## src/rtl/knn_ctrl.sv

```systemverilog
// Sequencer for the KNN distance/list datapath: walks every test point against
// every data point, strobes the core one cycle behind each read, and hands results out.
module knn_ctrl #(
  parameter int NBR_TESTP = 4,
  parameter int NBR_DATAP = 10,
  parameter int NBR_KNN   = 4,
  parameter int IDX_W     = 8
) (
  input  logic             clk,
  input  logic             rst,
  input  logic             start,
  input  logic             abort,
  output logic             busy,
  output logic             done,
  output logic             mem_rd_en,
  output logic [IDX_W-1:0] testp_idx,
  output logic [IDX_W-1:0] datap_idx,
  output logic             list_clr,
  output logic             en_dist,
  output logic             list_valid,
  output logic             res_valid,
  input  logic             res_ready,
  output logic [IDX_W-1:0] res_testp,
  output logic [7:0]       res_k,
  output logic [2:0]       dbg_state
);

  // Result handshake: a transfer happens only in a cycle where res_valid and
  // res_ready are both high; res_valid/res_testp hold steady until then, and
  // res_ready is ignored whenever res_valid is low.

  typedef enum logic [2:0] {
    S_IDLE   = 3'd0,
    S_CLEAR  = 3'd1,
    S_FETCH  = 3'd2,
    S_DRAIN  = 3'd3,
    S_REPORT = 3'd4,
    S_FIN    = 3'd5
  } state_t;

  localparam logic [IDX_W-1:0] T_LAST  = IDX_W'(NBR_TESTP - 1);
  localparam logic [IDX_W-1:0] D_LAST  = IDX_W'(NBR_DATAP - 1);
  localparam logic [IDX_W-1:0] IDX_ONE = IDX_W'(1);

  state_t           state, state_nxt;
  logic [IDX_W-1:0] t_q, t_nxt;
  logic [IDX_W-1:0] d_q, d_nxt;
  logic             p_q, p_nxt;

  always_ff @(posedge clk or negedge rst) begin
    if (!rst) begin
      state <= S_IDLE;
      t_q   <= '0;
      d_q   <= '0;
      p_q   <= 1'b0;
    end else begin
      state <= state_nxt;
      t_q   <= t_nxt;
      d_q   <= d_nxt;
      p_q   <= p_nxt;
    end
  end

  always_comb begin
    state_nxt = state;
    t_nxt     = t_q;
    d_nxt     = d_q;
    mem_rd_en = 1'b0;
    testp_idx = '0;
    datap_idx = '0;
    list_clr  = 1'b0;
    res_valid = 1'b0;
    res_testp = '0;
    done      = 1'b0;

    case (state)
      S_IDLE: begin
        if (start) begin
          t_nxt     = '0;
          state_nxt = S_CLEAR;
        end
      end
      S_CLEAR: begin
        list_clr  = 1'b1;
        d_nxt     = '0;
        state_nxt = S_FETCH;
      end
      S_FETCH: begin
        mem_rd_en = 1'b1;
        testp_idx = t_q;
        datap_idx = d_q;
        if (d_q == D_LAST) begin
          d_nxt     = '0;
          state_nxt = S_DRAIN;
        end else begin
          d_nxt = d_q + IDX_ONE;
        end
      end
      S_DRAIN: begin
        state_nxt = S_REPORT;
      end
      S_REPORT: begin
        res_valid = 1'b1;
        res_testp = t_q;
        if (res_ready) begin
          if (t_q == T_LAST) begin
            state_nxt = S_FIN;
          end else begin
            t_nxt     = t_q + IDX_ONE;
            state_nxt = S_CLEAR;
          end
        end
      end
      S_FIN: begin
        done      = 1'b1;
        state_nxt = S_IDLE;
      end
      default: begin
        state_nxt = S_IDLE;
      end
    endcase

    // Abort wins over everything; counters are left alone since the next start
    // and the next CLEAR reinitialise them.
    if (abort && (state != S_IDLE)) begin
      state_nxt = S_IDLE;
      t_nxt     = t_q;
      d_nxt     = d_q;
    end
  end

  // Read latency is one cycle, so the core strobes simply trail mem_rd_en.
  assign p_nxt      = abort ? 1'b0 : mem_rd_en;
  assign en_dist    = p_q;
  assign list_valid = p_q;

  assign busy      = (state != S_IDLE);
  assign res_k     = 8'(NBR_KNN);
  assign dbg_state = state;

endmodule

```

## config.mk

```make
export PLATFORM = sky130hd
export DESIGN_NAME = knn_ctrl
export DESIGN_NICKNAME = d
export VERILOG_FILES = /design/src/rtl/knn_ctrl.sv
export SDC_FILE = /design/constraint.sdc
export NUM_CORES = 1
export LEC_CHECK = 0
export BUFFER_PORTS_ARGS = -buffer_cell sky130_fd_sc_hd__buf_2
export CAP_MARGIN = 20
export CORE_ASPECT_RATIO = 0.6
export CORE_MARGIN = 2
export CORE_UTILIZATION = 45
export DETAILED_ROUTE_END_ITERATION = 8
export PLACE_DENSITY = 0.72
export SETUP_SLACK_MARGIN = 0.1
export SYNTH_ARGS = -nofsm -noshare
export SYNTH_HDL_FRONTEND = slang
export SYNTH_SLANG_ARGS = --single-unit
```

## constraint.sdc

```tcl
create_clock -name clk -period 3.6 [get_ports clk]
set_clock_uncertainty 0.05 [all_clocks]
set_input_delay 0.36 -clock clk [delete_from_list [all_inputs] [get_ports clk]]
set_output_delay 0.36 -clock clk [all_outputs]
set_load 0.02 [all_outputs]
```

==> results of run 1 <==
[logic make-up (layout without fill, tap and decap cells)]
logic type,Yosys count,count (layout),synth area share
compound gates,30,30,0.157
xor+xnor,3,3,0.0180
fa+ha+maj,3,3,0.0258
buf+inv,22,47,0.101
flops,20,20,0.344
mux,2,2,0.0172
other cells,2,8,0.00516
simple gates,82,82,0.332
[path summary, 6_finish.rpt]
kind | start | to
max in group asynchronous | rst | d_q[4]
min reg2reg | d_q[3] | d_q[3]
min | rst | t_q[3]
min in group clk | abort | en_dist
max | dbg_state[2] | testp_idx[0]
max reg2reg | dbg_state[2] | t_q[0]
[through the flow]
stage	instance area, um2	util	cells	worst slack, ns
final	1640	0.551	237	1.26
after detailed placement	1600	0.537	234	1.57
after CTS	1640	0.551	237	1.27
after global placement	1600	0.537	234	1.65
after global routing	1640	0.551	237	1.19
after floorplan	1480	-	170	1.54
[cell usage after synthesis, types with 2 or more instances]
library cell	count
and2_1	23
clkbuf_1	2
nor3b_1	3
buf_4	9
nor2_1	7
ha_1	3
buf_2	2
nand2b_1	6
o41ai_2	2
a211oi_1	2
nand3b_1	2
nand3_1	6
conb_1	2
dfrtp_1	20
nor3_1	5
nor4b_2	2
or3b_1	2
a31oi_1	6
and3_1	3
buf_6	3
or3_1	2
nand2_1	16
inv_1	4
xnor2_1	2
o21ai_0	4
o21ai_1	4
a41oi_1	2
[layout by cell type, fill, tap and decap left out, types with 2 or more instances in the layout]
| cell | n |
|---|---|
| buf_2 | 38 |
| and2_1 | 23 |
| dfrtp_1 | 20 |
| nand2_1 | 16 |
| conb_1 | 8 |
| nor2_1 | 7 |
| nand3_1 | 6 |
| a31oi_1 | 6 |
| nand2b_1 | 6 |
| nor3_1 | 5 |
| inv_1 | 4 |
| o21ai_1 | 4 |
| o21ai_0 | 4 |
| nor3b_1 | 3 |
| and3_1 | 3 |
| ha_1 | 3 |
| clkbuf_8 | 3 |
| or3b_1 | 2 |
| or3_1 | 2 |
| xnor2_1 | 2 |
| nor4b_2 | 2 |
| a211oi_1 | 2 |
| a41oi_1 | 2 |
| nand3b_1 | 2 |
| o41ai_2 | 2 |
[power by group]
part	total, mW	internal [mW]	leakage, nW	switching (mW)
clock network	0.148	0.0746	0.0216	0.0731
logic	0.357	0.125	0.535	0.232
registers	0.335	0.263	0.275	0.0724
total	0.840	0.463	0.832	0.378
[flip-flops by register name, indices dropped and copies added, names as in the netlist]
name       count
d_q            8
t_q            8
dbg_state      3
en_dist        1
[metal layers]
layer,part of all wire,vias up
li1,-,615
met1,0.51,605
met2,0.43,45
met3,0.051,4
met4,0.015,0
met5,0,-
[area by class of cell]
class,instances,area (um2),share of cell area
Clock buffer,3,41.3,0.0251
Inverter,6,27.5,0.0167
Multi-Input combinational cell,128,832,0.506
Sequential cell,20,500,0.304
Tap cell,42,52.6,0.0320
Timing Repair Buffer,38,190,0.116
==> results.md, run 1 <==
- GRT Residual Overflow: 0
- Num rows: 15
- Total routed wirelength: 3440 um
- Reg clk slew, reported paths: around 0.070 ns
- First-pass GRT wire length: 5460 um
- Share of cells above drive strength 1: 0.277
- Final setup viols: 0
- Post-Syn Area: 1460 um2
- DRT antenna net count: 0
- # nets final: ~210
- Antenna violations before repair: 0
- Crit path cell chain: or3b_1 > inv_2 > and2_1 > buf_2
- Gpl congestion: 0.851
- Vias in the first global route: ~1100
- Critical path depth: 4
- Final Hold Vio Count: 0
- Hold Path Class: in2async
- CP endpoint kind: primary output
- Starting Density: 0.488
- FMAX: 427 MHz
- Via count: 1269
- Synth async-reset ratio: 1.00
- #FFs+latches synth: 20
- Worst skew pair latency: 0.26 ns
- Die H: ~48 um
- CTS Sinks: 20
- Met1 Use GR: 0.281
- Depth of the worst register-to-register path: 5
- M3 GR Usage: 0.0377
- R2r setup slk: 1.55 ns
- RSZ-0062 raised after global routing: false
- Chip width: 77.4 um
- EDFF count, synth: 0
- Max VDD drop: 0.210 mV
- Fill cells: 286
- Slowest stage cell, crit path: dfrtp_1
- Post-route setup TNS: 0 ns
- Sequential area share after synthesis: 0.344
- Root buffer cell: clkbuf_8
- Area of the core: 2980 um2
- Max incr delay on CP: 0.56 ns
- CP Max Fanout: 16
- Hold Buf Count CTS: 0
- CP top delay family: simple AND/OR/NAND/NOR gates
- GR Util met2: 0.301
- Setup Buffers After CTS: 0
- Synth Instances: about 160
- CTS resizes: 0
- Final period util: 0.651
- Largest net degree at the start of global routing: 21
- DR iter-0 viols: around 110
- Share of the synthesized area in the top cell type: 0.344
- TritonCTS buffer count: 3
- # port buffers: 38
- Design Power: 0.840 mW
- Total Routing Usage GR: 0.197
- Routed WL per cell: 14.5 um
- GR peak layer: met2
- Mapped Avg Cell Area: between 8 and 9 um2
- Synth area leaders: dfrtp_1 (34%), and2_1 (9.9%), buf_4 (4.6%), nand2_1 (4.1%), a31oi_1 (2.6%)
- Num ports: 47
- TritonCTS clock tree: yes
- H-Tree Depth: 1
- Min Tclk post-route: 2.34 ns
- Outcome: finished, final reports clean
- Drt pass-1 iters: 4
- Yosys warns: 0
- Top_reg_cell synth: dfrtp_1
- Die area: 3720 um2
- Static Leak: 0.832 nW
- Vias/cell: 5.35
- P&R area growth vs syn: 12.9%
- DP HPWL: about 2600 um
- DRC errors left: 0
- Critical Path AT: 1.93 ns
- WP data required: 3.19 ns
- Max-cap viol count: 0
- P per Cell Area: 511 nW/um2
- Startpoint types: flip-flop
- Post-synth cell types: 47
- Buffer levels on the longest clock path: 2
- Ant diodes: 0
- Crit path kind: reg2out
- Hold_ws: 0.00298 ns
- Cell taking the most area after synthesis: dfrtp_1
- Max-slew violations: 0
- Buf/Inv on CP: 2
(Power assumes the default switching activity.)
==> run 2, diff against run 1 <==
==> constraint.sdc (replaced) <==
create_clock -name clk -period 2.3 [get_ports clk]
set_clock_uncertainty 0.05 [all_clocks]
set_input_delay 0.23 -clock clk [delete_from_list [all_inputs] [get_ports clk]]
set_output_delay 0.23 -clock clk [all_outputs]
set_load 0.02 [all_outputs]
==> run 2 against run 1 <==
Effect of this change:
- setup slack got worse by 1.0 ns
- final cell count rose by 0.84%
- routed wire length rose by 1.1%
- design area rose by 2.7%
- register-to-register slack got worse by 1.2 ns
- combinational power rose by 57%
- sequential share of layout area fell by 0.66 points
- global-route usage fell by 0.31 points
- critical path type unchanged
- largest cell class unchanged
- largest power group unchanged
==> results.md, run 2 (synthesis gave the netlist of run 1 again) <==
- Comb power frac: 0.388 (-0.037)
- Crit path kind: reg2out
- Die area: 3720 um2 (unchanged)
- Fill cells: 277 (-3.1%)
- Buffer levels on the longest clock path: 2 (unchanged)
- RSZ-0062 raised after global routing: false
- Drt pass-1 iters: 4 (unchanged)
- Area of the core: 2980 um2 (unchanged)
- Most frequent cells in the layout: buf_2 (38), and2_1 (23), dfrtp_1 (18)
- NetSw: 0.591 mW (+57%)
- Depth of the worst register-to-register path: 5 (unchanged)
- Post-Layout Inst Area: 1690 um2 (+2.7%)
- DRC errors left: 0 (unchanged)
- Most common cell after layout, fill and taps aside: buf_2
- Sequential share of power: 0.364 (-0.035)
- Ant diodes: 0 (unchanged)
- Num ports: 47 (unchanged)
- Setup Buffers After CTS: 0 (unchanged)
- Via count: 1297 (+2.2%)
- Max VDD drop: 0.428 mV (+100%)
- First-pass GRT wire length: 5490 um (+0.38%)
- Critical Path AT: 1.81 ns (-0.12 ns)
- FMAX: approximately 480 MHz
- CP endpoint kind: primary output
- P per Cell Area: 854 nW/um2 (+67%)
- DP HPWL: 2590 um (-1.5%)
- Worst skew pair latency: 0.27 ns (about the same)
- Static Leak: 0.849 nW (+2.1%)
- Max-cap viol count: 0 (unchanged)
- Total Routing Usage GR: 0.194 (-0.00308)
- GRT Residual Overflow: 0 (unchanged)
- Placed Instance Area: 1600 um2 (unchanged)
- WP data required: 2.02 ns (-1.17 ns)
- TritonCTS clock tree: yes
- TritonCTS buffer count: 3 (unchanged)
- Vias/cell: 5.43 (+1.4%)
- Final setup viols: 0 (unchanged)
- Share of cells above drive strength 1: 0.294 (+0.0175)
- Antenna violations before repair: 0 (unchanged)
- # nets final: 206 (+0.49%)
- Total routed wirelength: 3480 um (+1.1%)
- Startpoint types: flip-flop
- P&R area growth vs syn: 16.0%
- Clock network fraction of total power: 0.248 (+0.072)
- Post-route setup TNS: 0 ns (unchanged)
- Final period util: 0.910
- Final Hold Vio Count: 0 (unchanged)
- Num rows: 15 (unchanged)
- Root buffer cell: clkbuf_8
- Min Tclk post-route: between 2 and 2.5 ns
- Reg clk slew, reported paths: 0.08 ns (about the same)
- Vias in the first global route: 1099 (+1.7%)
- Hold path cells: 2
- Routed WL per cell: 14.5 um (+0.23%)
- Max-slew violations: 0 (unchanged)
- Gpl congestion: 0.922 (+8.3%)
- Internal: 0.852 mW (+84%)
- H-Tree Depth: 1 (unchanged)
- Hold_ws: 0.186 ns (+0.183 ns)
- DRT antenna net count: 0 (unchanged)
- DR iter-0 viols: 119 (+7.2%)
- Outcome: finished, final reports clean
- Hold Path Class: in2reg
- Starting Density: 0.488 (unchanged)
- # port buffers: 38 (unchanged)
- Chip width: 77.4 um (unchanged)
- Die H: 48.1 um (unchanged)
- CTS Sinks: 20 (unchanged)
- CP Max Fanout: 15 (-1)
- Sw frac: 0.410 (-0.0397)
- Largest net degree at the start of global routing: 21 (unchanged)
run 2: through the flow:
stage | cells | utilization | worst slack (ns) | power, mW
global placement | 234 | 0.537 | 0.413 | 1.07
floorplan | 170 | - | 0.369 | 0.985
global route | 239 | 0.566 | 0.134 | 1.53
detailed placement | 234 | 0.537 | 0.322 | 1.08
CTS | 239 | 0.565 | 0.152 | 1.45
finish | 239 | 0.566 | 0.207 | 1.44
run 2: critical path: stages (launching register included):
cell and delay (ns):
dfrtp_1 0.50, or3b_4 0.50, inv_2 0.19, and2_1 0.18
buf_2 0.17
run 2: cell type report:
type	count	area, um2	share of cell area
clock buffers	3	41.3	0.0244
clock inverters	1	30.0	0.0178
inverters	6	27.5	0.0163
multi-input cells	128	835	0.494
flip-flops and latches	20	503	0.298
well taps	42	52.6	0.0311
repair buffers	39	200	0.119
run 2: worst paths after layout:
path | from | end | slack [ns]
hold reg to reg | d_q[3] | d_q[3] | 0.50
setup / recovery | dbg_state[0] | testp_idx[7] | 0.21
hold / removal | abort | en_dist | 0.19
min in group asynchronous | rst | d_q[5] | 0.40
setup reg to reg | dbg_state[0] | t_q[0] | 0.38
max in group asynchronous | rst | dbg_state[1] | 1.44
run 2: power by group through the flow:
stage / logic (mW) / registers (mW) / clock network, mW
floorplan: 0.484 / 0.502 / 0
global placement: 0.543 / 0.523 / 0
detailed placement: 0.548 / 0.530 / 0
CTS: 0.559 / 0.523 / 0.364
global route: 0.609 / 0.545 / 0.378
finish: 0.560 / 0.526 / 0.357
run 2: repair_timing:
item | 4_1_cts | 5_1_grt
hold endpoints to repair | 20 | 0
endpoints found under the setup margin | 9 | 15
resized for setup | 1 | 2
hold buffers | 1 | 0
pin swaps | 0 | 0
run 2: per-layer routing:
layer / track usage / wire [um] / vias up
met4: 0.0714 / 49 / 0
li1: - / - / 618
met1: 0.273 / 1630 / 617
met3: 0.0415 / 235 / 7
met5: 0 / 0 / -
met2: 0.303 / 1560 / 55
==> run 3, diff against run 2 <==
--- a/config.mk
+++ b/config.mk
@@ -11,6 +11,7 @@
 export CORE_MARGIN = 2
 export CORE_UTILIZATION = 45
 export DETAILED_ROUTE_END_ITERATION = 8
+export MAX_ROUTING_LAYER = met4
 export PLACE_DENSITY = 0.72
 export SETUP_SLACK_MARGIN = 0.1
 export SYNTH_ARGS = -nofsm -noshare
==> run 3 against run 2 <==
Effect of this change:
- sequential share of layout area unchanged
- routed wire length increased by 0.40%
- setup slack got worse by 0.0037 ns
- sequential power about the same
- worst hold slack improved by 0.0017 ns
- critical path type unchanged
- critical endpoint unchanged
- largest power group unchanged
==> results.md, run 3 (synthesis gave the netlist of run 1 again) <==
- Outcome: finished, final reports clean
- Drt pass-1 iters: 4 (unchanged)
- Share of cells above drive strength 1: 0.294 (unchanged)
- DRC errors left: 0 (unchanged)
- Buffer levels on the longest clock path: 2 (unchanged)
- Post-route setup TNS: 0 ns (unchanged)
- Final Hold Vio Count: 0 (unchanged)
- Final setup viols: 0 (unchanged)
- Final WS setup: 0.204 ns (-0.00369 ns)
- Hold path cells: 2 (unchanged)
- DR iter-0 viols: 119 (unchanged)
- Hold Path Class: in2reg
- WHS Endpoint: en_dist
- H-Tree Depth: 1 (unchanged)
- Gpl congestion: 0.938 (+1.8%)
- Vias/cell: 5.40 (-0.46%)
- Total routed wirelength: 3490 um (+0.40%)
- Max-slew violations: 0 (unchanged)
- R2r setup slk: 0.37 ns (about the same)
- Crit path cell chain: or3b_4 > inv_2 > and2_1 > buf_2
- Die H: 48.1 um (unchanged)
- Most common cell after layout, fill and taps aside: buf_2
- Starting Density: 0.488 (unchanged)
- Routed WL per cell: 14.6 um (+0.40%)
- Min Tclk post-route: 2.10 ns (+0.00369 ns)
- # nets final: 206 (unchanged)
- WP data required: 2.02 ns (about the same)
- Dpl ws: 0.322 ns (unchanged)
- Ant diodes: 0 (unchanged)
- Max-cap viol count: 0 (unchanged)
- Final period util: 0.911 (+0.00160)
- Hold_ws: 0.187 ns (+0.00173 ns)
- TritonCTS clock tree: yes
- Area of the core: 2980 um2 (unchanged)
- CP Max Fanout: 15 (unchanged)
- Via count: 1291 (-0.46%)
- FMAX: 477 MHz (-0.18%)
- CP endpoint kind: primary output
- Worst skew pair latency: 0.26 ns (about the same)
- Total Routing Usage GR: 0.201 (+0.00689)
- DP HPWL: 2590 um (unchanged)
- Startpoint types: flip-flop
- CTS Sinks: 20 (unchanged)
- Multi-input gate area: 835 um2 (unchanged)
- Num ports: 47 (unchanged)
- RSZ-0062 raised after global routing: false
- Depth of the worst register-to-register path: 5 (unchanged)
- Num rows: 15 (unchanged)
- Reg clk slew, reported paths: 0.08 ns (about the same)
- Fill cells: 277 (unchanged)
- TritonCTS buffer count: 3 (unchanged)
- Most frequent cells in the layout: buf_2 (38), and2_1 (23), dfrtp_1 (18)
- Reg2Reg Launch Point: dbg_state[0]
- First-pass GRT wire length: 5490 um (unchanged)
- DRT antenna net count: 0 (unchanged)
- Hold path startpoint: abort
- RR Endpoint: t_q[0]
- Vias in the first global route: 1098 (-0.091%)
- GRT Residual Overflow: 0 (unchanged)
- Max incr delay on CP: 0.51 ns (about the same)
- Storage element area: 503 um2 (unchanged)
- Static Leak: 0.849 nW (unchanged)
- Root buffer cell: clkbuf_8
- Chip width: 77.4 um (unchanged)
- P per Cell Area: 855 nW/um2 (+0.14%)
- P&R area growth vs syn: 16.0% (unchanged)
- Largest net degree at the start of global routing: 21 (unchanged)
- Antenna violations before repair: 0 (unchanged)
- Critical Path AT: 1.82 ns (about the same)
- Crit path kind: reg2out
- Setup Buffers After CTS: 0 (unchanged)
- Die area: 3720 um2 (unchanged)
- # port buffers: 38 (unchanged)
- Max VDD drop: 0.429 mV (+0.36%)
- Slowest stage cell, crit path: or3b_4
[run 3: cell counts in the layout (fill, tap and decap cells not counted)]
Identical to the previous run, type by type.
[run 3: through the flow]
step	power, mW	utilization	instances	instance area (um2)
2_1_floorplan	0.985	-	170	1480
5_1_grt	1.53	0.566	239	1690
4_1_cts	1.45	0.565	239	1690
3_3_place_gp	1.07	0.537	234	1600
6_report	1.45	0.566	239	1690
3_5_place_dp	1.08	0.537	234	1600
[run 3: routing by layer]
| metal | vias up | track usage | routed length (um) |
|---|---|---|---|
| met3 | 9 | 0.0415 | 166 |
| li1 | 618 | - | - |
| met1 | 617 | 0.273 | 1720 |
| met4 | 0 | 0.0714 | 63 |
| met5 | - | - | 0 |
| met2 | 47 | 0.303 | 1540 |
[run 3: layout make-up]
cell class | count | area share
well taps | 42 | 0.0311
multi-input cells | 128 | 0.494
clock inverters | 1 | 0.0178
flip-flops and latches | 20 | 0.298
clock buffers | 3 | 0.0244
inverters | 6 | 0.0163
repair buffers | 39 | 0.119
[run 3: power breakdown]
part / internal [mW] / switching, mW
Combinational: 0.206 / 0.355
Sequential: 0.414 / 0.113
Clock: 0.233 / 0.124
Total: 0.852 / 0.593
[run 3: worst max path at each step]
| stage | start | cells past startpoint | slack, ns | end |
|---|---|---|---|---|
| finish | dbg_state[0] | 4 | 0.20 | testp_idx[7] |
| global route | dbg_state[0] | 4 | 0.13 | testp_idx[7] |
| CTS | dbg_state[2] | 4 | 0.15 | testp_idx[7] |
| detailed placement | dbg_state[2] | 5 | 0.32 | t_q[0] |
| global placement | dbg_state[2] | 5 | 0.41 | t_q[0] |
| floorplan | dbg_state[0] | 6 | 0.37 | datap_idx[0] |
[run 3: what timing repair did]
action                                  CTS  global route
hold endpoints to repair                 20             0
endpoints found under the setup margin    9            15
resized for setup                         1             2
hold buffers                              1             0
[run 3: worst max-delay path: cells and delay by family (launching register included)]
| kind | cells | cell delay (ns) |
|---|---|---|
| buf+inv | 2 | 0.36 |
| simple gates | 2 | 0.69 |
| flops | 1 | 0.50 |
